===== src/rtl/riscv_pkg.sv =====
// riscv_pkg: opcode constants, fetch state encoding and default reset PC shared by fetch and control
package riscv_pkg;
   localparam logic [6:0] R_Type       = 7'h33;
   localparam logic [6:0] I_Type_Logic = 7'h13;
   localparam logic [6:0] U_Type       = 7'h37;
   localparam logic [31:0] DEFAULT_RESET_PC = 32'h0040_0000;
   typedef enum logic [1:0] {FETCH, VALID, DISCARD} fetch_state_e;
endpackage


===== src/rtl/instruction_fetch_unit.sv =====
// instruction_fetch_unit: PC register, memory req/ack fetch and valid/ready hand-off to decode
module instruction_fetch_unit
   import riscv_pkg::*;
#(
   parameter logic [31:0] RESET_PC = DEFAULT_RESET_PC
) (
   input  logic        clk,
   input  logic        reset,
   output logic        mem_req_o,
   output logic [31:0] mem_addr_o,
   input  logic        mem_ack_i,
   input  logic [31:0] mem_rdata_i,
   output logic        instr_valid_o,
   input  logic        instr_ready_i,
   output logic [31:0] instr_o,
   output logic [6:0]  op_o,
   output logic [31:0] pc_o,
   input  logic        redirect_i,
   input  logic [31:0] redirect_pc_i
);
   fetch_state_e state_q, state_d;
   logic [31:0] pc_q, pc_d, pend_q, pend_d, instr_q, instr_d, pco_q, pco_d, tgt;
   assign tgt           = redirect_pc_i & 32'hFFFF_FFFC;
   assign mem_req_o     = state_q != VALID;
   assign mem_addr_o    = pc_q;
   assign instr_valid_o = state_q == VALID;
   assign instr_o       = instr_q;
   assign op_o          = instr_q[6:0];
   assign pc_o          = pco_q;
   // next state: a redirect beats ack and ready; a request in flight is finished in DISCARD, never withdrawn
   always_comb begin
      state_d = state_q;
      pc_d    = pc_q;
      pend_d  = pend_q;
      instr_d = instr_q;
      pco_d   = pco_q;
      case (state_q)
         FETCH: begin
            if (mem_ack_i && redirect_i) pc_d = tgt;
            else if (mem_ack_i) begin
               instr_d = mem_rdata_i;
               pco_d   = pc_q;
               pc_d    = pc_q + 32'd4;
               state_d = VALID;
            end else if (redirect_i) begin
               pend_d  = tgt;
               state_d = DISCARD;
            end
         end
         DISCARD: begin
            if (mem_ack_i) begin
               pc_d    = redirect_i ? tgt : pend_q;
               state_d = FETCH;
            end else if (redirect_i) pend_d = tgt;
         end
         VALID: begin
            if (redirect_i) begin
               pc_d    = tgt;
               state_d = FETCH;
            end else if (instr_ready_i) state_d = FETCH;
         end
         default: state_d = FETCH;
      endcase
   end
   // registers; reset abandons any in-flight memory transaction
   always_ff @(posedge clk) begin
      if (reset) begin
         state_q <= FETCH;
         pc_q    <= RESET_PC;
         pend_q  <= '0;
         instr_q <= '0;
         pco_q   <= '0;
      end else begin
         state_q <= state_d;
         pc_q    <= pc_d;
         pend_q  <= pend_d;
         instr_q <= instr_d;
         pco_q   <= pco_d;
      end
   end
endmodule


===== config.mk =====
export PLATFORM = sky130hd
export DESIGN_NAME = instruction_fetch_unit
export DESIGN_NICKNAME = d
export VERILOG_FILES = /design/src/rtl/riscv_pkg.sv /design/src/rtl/instruction_fetch_unit.sv
export SDC_FILE = /design/constraint.sdc
export NUM_CORES = 1
export LEC_CHECK = 0
export ABC_AREA = 0
export CAP_MARGIN = 5
export CORE_ASPECT_RATIO = 1.25
export CORE_MARGIN = 2
export CORE_UTILIZATION = 45
export CTS_BUF_LIST = sky130_fd_sc_hd__clkbuf_4
export DETAILED_ROUTE_END_ITERATION = 10
export HOLD_SLACK_MARGIN = 0.02
export PLACE_DENSITY = 0.86
export SYNTH_ARGS = -nofsm -noshare
export SYNTH_HDL_FRONTEND = slang
export SYNTH_SLANG_ARGS = --single-unit

===== constraint.sdc =====
create_clock -name clk -period 2.6 [get_ports clk]
set_input_delay 0.52 -clock clk [delete_from_list [all_inputs] [get_ports clk]]
set_output_delay 0.52 -clock clk [all_outputs]
set_load 0.01 [all_outputs]

* Word level (Yosys, flattened, before mapping)
Index checks and enable logic that the tools add are counted.
** Storage, ports and cells
- Flip-flop bits (word level) :: 130
- Bits of input ports :: 69
- Output and inout port bits :: 105
- Logic and storage cells :: 40
** Operators by class
- Add/sub/neg operators :: 1
- Equality and inequality tests :: 9
- Multiplexer cells :: 16
- Bitwise logic cells :: 1
- Reduce and logical (&&, ||, !) cells :: 8
** Operator list (number)
- 32-bit 2-to-1 mux :: 7
- 32-bit case mux with 3 select lines :: 1
- 32-bit case mux with 2 select lines :: 1
- 32-bit by 3-bit adder with 32-bit output, second input constant :: 1
- 2-bit 2-to-1 mux :: 6
- 4-bit AND reduction :: 2
- 3-bit inequality test, second input constant :: 2
- 2-bit case mux with 3 select lines :: 1
- 2-bit by 1-bit inequality test with 1-bit output, second input constant :: 2
- 2-bit inequality test, second input constant :: 2
- 3-bit by 1-bit inequality test with 1-bit output, second input constant :: 1
- 3-bit AND reduction :: 1
- 3-bit nonzero test :: 1
- 2-bit by 1-bit == test with 1-bit output, second input constant :: 1
- 2-bit == test, second input constant :: 1
- 2-bit logical NOT :: 1
- 2-bit AND reduction :: 1
- 2-bit nonzero test :: 1
- 1-bit logical AND :: 1
- 1-bit inverter :: 1

* Depth between registers and ports, before layout
- Word-level depth :: 4
- Mapped depth :: 10
- Depth with buffers taken out :: 7

* Worst setup path before layout
No wires, ideal clock.
- Kind :: flip-flop to flip-flop
- From :: register state_q[0]
- To :: register pc_q[24], in the netlist mem_addr_o[24]
- Library setup time :: 0.086 ns
- Arrival :: 2.088 ns
- Data required time :: 2.514 ns
- Setup slack :: 0.427 ns
- Cell stages (with the launch flop) :: 10
- Path buffers :: 3
- Clock period less this slack :: 2.173 ns
- Path through :: dfxtp_1 > inv_1 > ha_1 > clkbuf_1 > nand2_1 > nor2_1 > buf_2 > buf_1 > a221oi_1 > a211oi_1
** Between the ends
- Word-level cells in the longest chain between the ends :: 3
- Elaborated cells on any way between the ends :: 9
- Those cells by class :: eq/ne (5); mux (1); reduce/logical (3)
** Ends and longest elaborated chain
- start, declared :: RTL line instruction_fetch_unit.sv:21 : fetch_state_e state_q, state_d;
- start signal, assigned :: RTL line instruction_fetch_unit.sv:74 : state_q <= state_d;
- 2-bit by 1-bit == test with 1-bit output (tied with other cells) :: RTL line instruction_fetch_unit.sv:37 : case (state_q)
- 2-bit by 1-bit inequality test with 1-bit output (no source line) (tied with other cells)
- 4-bit AND reduction (no source line)
- end signal, assigned :: RTL line instruction_fetch_unit.sv:75 : pc_q <= pc_d;
- end, declared :: RTL line instruction_fetch_unit.sv:22 : logic [31:0] pc_q, pc_d, pend_q, pend_d, instr_q, instr_d, pco_q, pco_d, tgt;
Parallel ways exist; a longest one is shown, timed or not.
A chain may end at the register's enable or synchronous reset.

* Final worst setup path
- From :: register state_q[1]
- To :: output mem_req_o
** Between the ends
- Word-level cells in the longest chain between the ends :: 1
** Ends and longest elaborated chain
- 2-bit by 1-bit inequality test with 1-bit output :: RTL line instruction_fetch_unit.sv:24 : assign mem_req_o = state_q != VALID;
- end, declared :: RTL line instruction_fetch_unit.sv:9 : output logic mem_req_o,
No other way between the ends.

==> flow_summary.ini <==
[status]
outcome = completed

[clock_tree]
ctsHoldBuffers = 0
h-tree-depth = 4
post-cts-setup-buffer-count = 0
cts_resized = 0
clk_pin_slew_ps = 110
cts_tree = done
clock_latency_ps = 540
cts.sinks = 130
cts_root_buffer = clkbuf_4
cts_buffers = 17
cts_buffer_depth = 2

[timing]
final_max_slew_viol_count = 0
rsz0062_at_grt = no
tns_ps = 0
clock_skew_ps = 15.7
fmax_ghz = 0.410
fin_crit_ps = 2440
relSlewSlack_pct = 59.8
finalCritPeriodShare_pct = 93.7
hold-worst-slack_ps = 380
tightestPinTransition_ps = 604
hold_viol = 0
setup_viol = 0

[power_and_ir_drop]
p_leak_nw = 2.91
p_sw_share_pct = 32.3
pwr-share-seq_pct = 48.9
p_int_mw = 3.15
ir_drop_mv = 0.343
p_comb_share_pct = 24.9
power.density_mw_per_mm2 = 562
p_switching_mw = 1.50
p_clk_share_pct = 26.2

[worst_setup_path]
crit_type = reg2out
critPathTopFamily = buffers and inverters
cp.required_ps = 2080
crit_path_max_incr_delay_ps = 540
path_buf_inv = 3
arrival_ps = 1920
path_max_fanout = 9
path_common_cell = inv_1
path_cells = inv_1, ha_2, inv_1, clkdlybuf4s50_1
cp-end-kind = output port
critPathSlowestCell = clkdlybuf4s50_1
worstSetupStartpointType = register

[placed_design]
dp_cells = 1098
hpwl_um = 12500
place.gp.congestion = 0.887
portBuffers = 171

[routing]
drc = 0
via_per_inst = 5.64
drt_iter0_drc = 533
drt_wl_total_um = 17900
routed-via-count = 6380
wl_per_cell_um = 15.8
drtAntennaViolNets = 0
dr.pass1.iters = 7

[synth]
synth_top_family_by_area = simple AND/OR/NAND/NOR gates
synth_compound_area_share_pct = 22.4
synth_cells = 792
synth.avg_cell_area_um2 = 7.62
ys_warn_count = 0
synth_fp_nets = 866
synth_cell_types = 53
ys_seq_elements = 130
synth-async-reset-ratio_pct = 0
synth_edf_count = 0
synth_area_mm2 = 0.00604
synth_ff_type = dfxtp_1
synthSimpleGateAreaFrac_pct = 25.3
synthAdderAreaFrac_pct = 1.04
synthXorXnorAreaFrac_pct = 1.45
yosysSeqAreaShare_pct = 43.1
synthMuxAreaShare_pct = 1.02

[floorplanning]
io_pins = 174
die_h_um = 133
initial_core_util_pct = 45.8
die_w_um = 108
die_area_mm2 = 0.0144
core_mm2 = 0.0132
rows = 47

[final_layout]
stdcell_count = 1131
layout_commonest_cell = nand2_1
nNetsFinal = 1020
layout-drive-gt1-share_pct = 8.13
syn2layout_area_growth_pct = 36.8
final_cell_mix = nand2_1, clkdlybuf4s50_1, dfxtp_1, a21oi_1, nor2_1

[grt]
antenna_found_initial = 1
grt_pass1_vias = 5581
grt_usage_pct = 24.2
grt-ovfl-total = 0
grt_max_degree = 65
grt_pass1_wl_um = 27900

[hold_path]
hold_class = in2reg

[run]
maxCapViolCount = 0
## worst reg2reg max path, delay by kind of cell, from the launching register on
kind / cells / cell delay (ps)
DFF: 1 / 410
and+or+nand+nor: 2 / 610
buffers and inverters: 3 / 470
adders and majority gates: 1 / 290
AOI/OAI and AO/OA: 2 / 380
## flip-flops by register name, indices dropped and copies added, names as in the netlist
register    flops
instr_o        32
mem_addr_o     32
pc_o           32
pend_q         32
state_q         2
## Yosys cell counts, types with 4 or more instances
cell type	count	area, µm²
inv_1	10	37.5
nand2b_1	5	31.3
a211o_1	4	35.0
ha_1	5	62.6
a221oi_1	21	184
a221o_1	9	90.1
nor3_1	9	45.0
nand3_1	23	115
a22oi_1	5	37.5
o21ai_0	16	80.1
xnor2_1	5	43.8
buf_1	6	22.5
o211ai_1	5	37.5
clkbuf_1	49	184
nor4_1	10	62.6
xor2_1	5	43.8
a21oi_1	110	551
o311ai_0	4	35.0
and3_1	6	37.5
buf_4	7	52.6
nor2_1	52	195
o211a_1	4	40.0
a211oi_1	15	113
mux2i_1	5	50.1
nand2_1	218	818
buf_2	8	40.0
nand4_1	11	68.8
dfxtp_1	130	2600
## through the flow
stage | total power [mW] | instance area (µm²) | setup WS [ps] | util (%)
4_1_cts | 4.67 | 8250 | 27.7 | 62.6
6_report | 4.64 | 8260 | 164 | 62.7
2_1_floorplan | 2.87 | 6040 | 427 | -
3_3_place_gp | 3.43 | 8010 | 229 | 60.8
5_1_grt | 4.86 | 8260 | 26.9 | 62.7
3_5_place_dp | 3.45 | 8010 | 166 | 60.8
## logic make-up (layout without fill, tap and decap cells)
family,count (synthesis),in the layout
AND/OR/NAND/NOR,349,349
AO/OA/AOI/OAI,211,211
XOR/XNOR,10,10
other,0,1
buffers and inverters,81,248
flip-flops,130,130
multiplexers,6,6
adder cells (fa/ha/maj),5,5
## routing by layer
layer | vias up | GRT usage, % | share of wire [%]
met3 | 45 | 5.04 | 8.6
met5 | - | 0 | 0
met4 | 0 | 11.7 | 3.1
met1 | 2935 | 30.6 | 40
met2 | 325 | 39.0 | 48
li1 | 3075 | - | -
## power groups by stage
stage,sequential (mW),clock [mW],combinational [mW]
finish,2.27,1.22,1.16
CTS,2.27,1.25,1.15
detailed placement,2.31,0,1.14
global route,2.29,1.32,1.25
global placement,2.31,0,1.12
floorplan,2.32,0,0.555
## final cells by class
type	instances	area (µm²)
diodes	1	2.50
clock buffers	17	128
clock inverters	15	119
fillers	1168	4920
inverters	10	37.5
multi-input cells	581	3110
flip-flops and latches	130	2600
well taps	171	214
repair buffers	206	2050
## worst paths after layout
path | start | to | slack, ps | depth (start not counted)
max | state_q[1]$_SDFFE_PP0P_ | mem_req_o | 160 | 4
min | reset | instr_o[4]$_SDFFE_PP0P_ | 380 | 2
max reg2reg | state_q[0]$_SDFFE_PP0P_ | mem_addr_o[30]$_SDFFE_PP0P_ | 350 | 8
min reg2reg | instr_o[15]$_SDFFE_PP0P_ | instr_o[15]$_SDFFE_PP0P_ | 460 | 2
No activity file was read; power rests on OpenSTA's default activity.
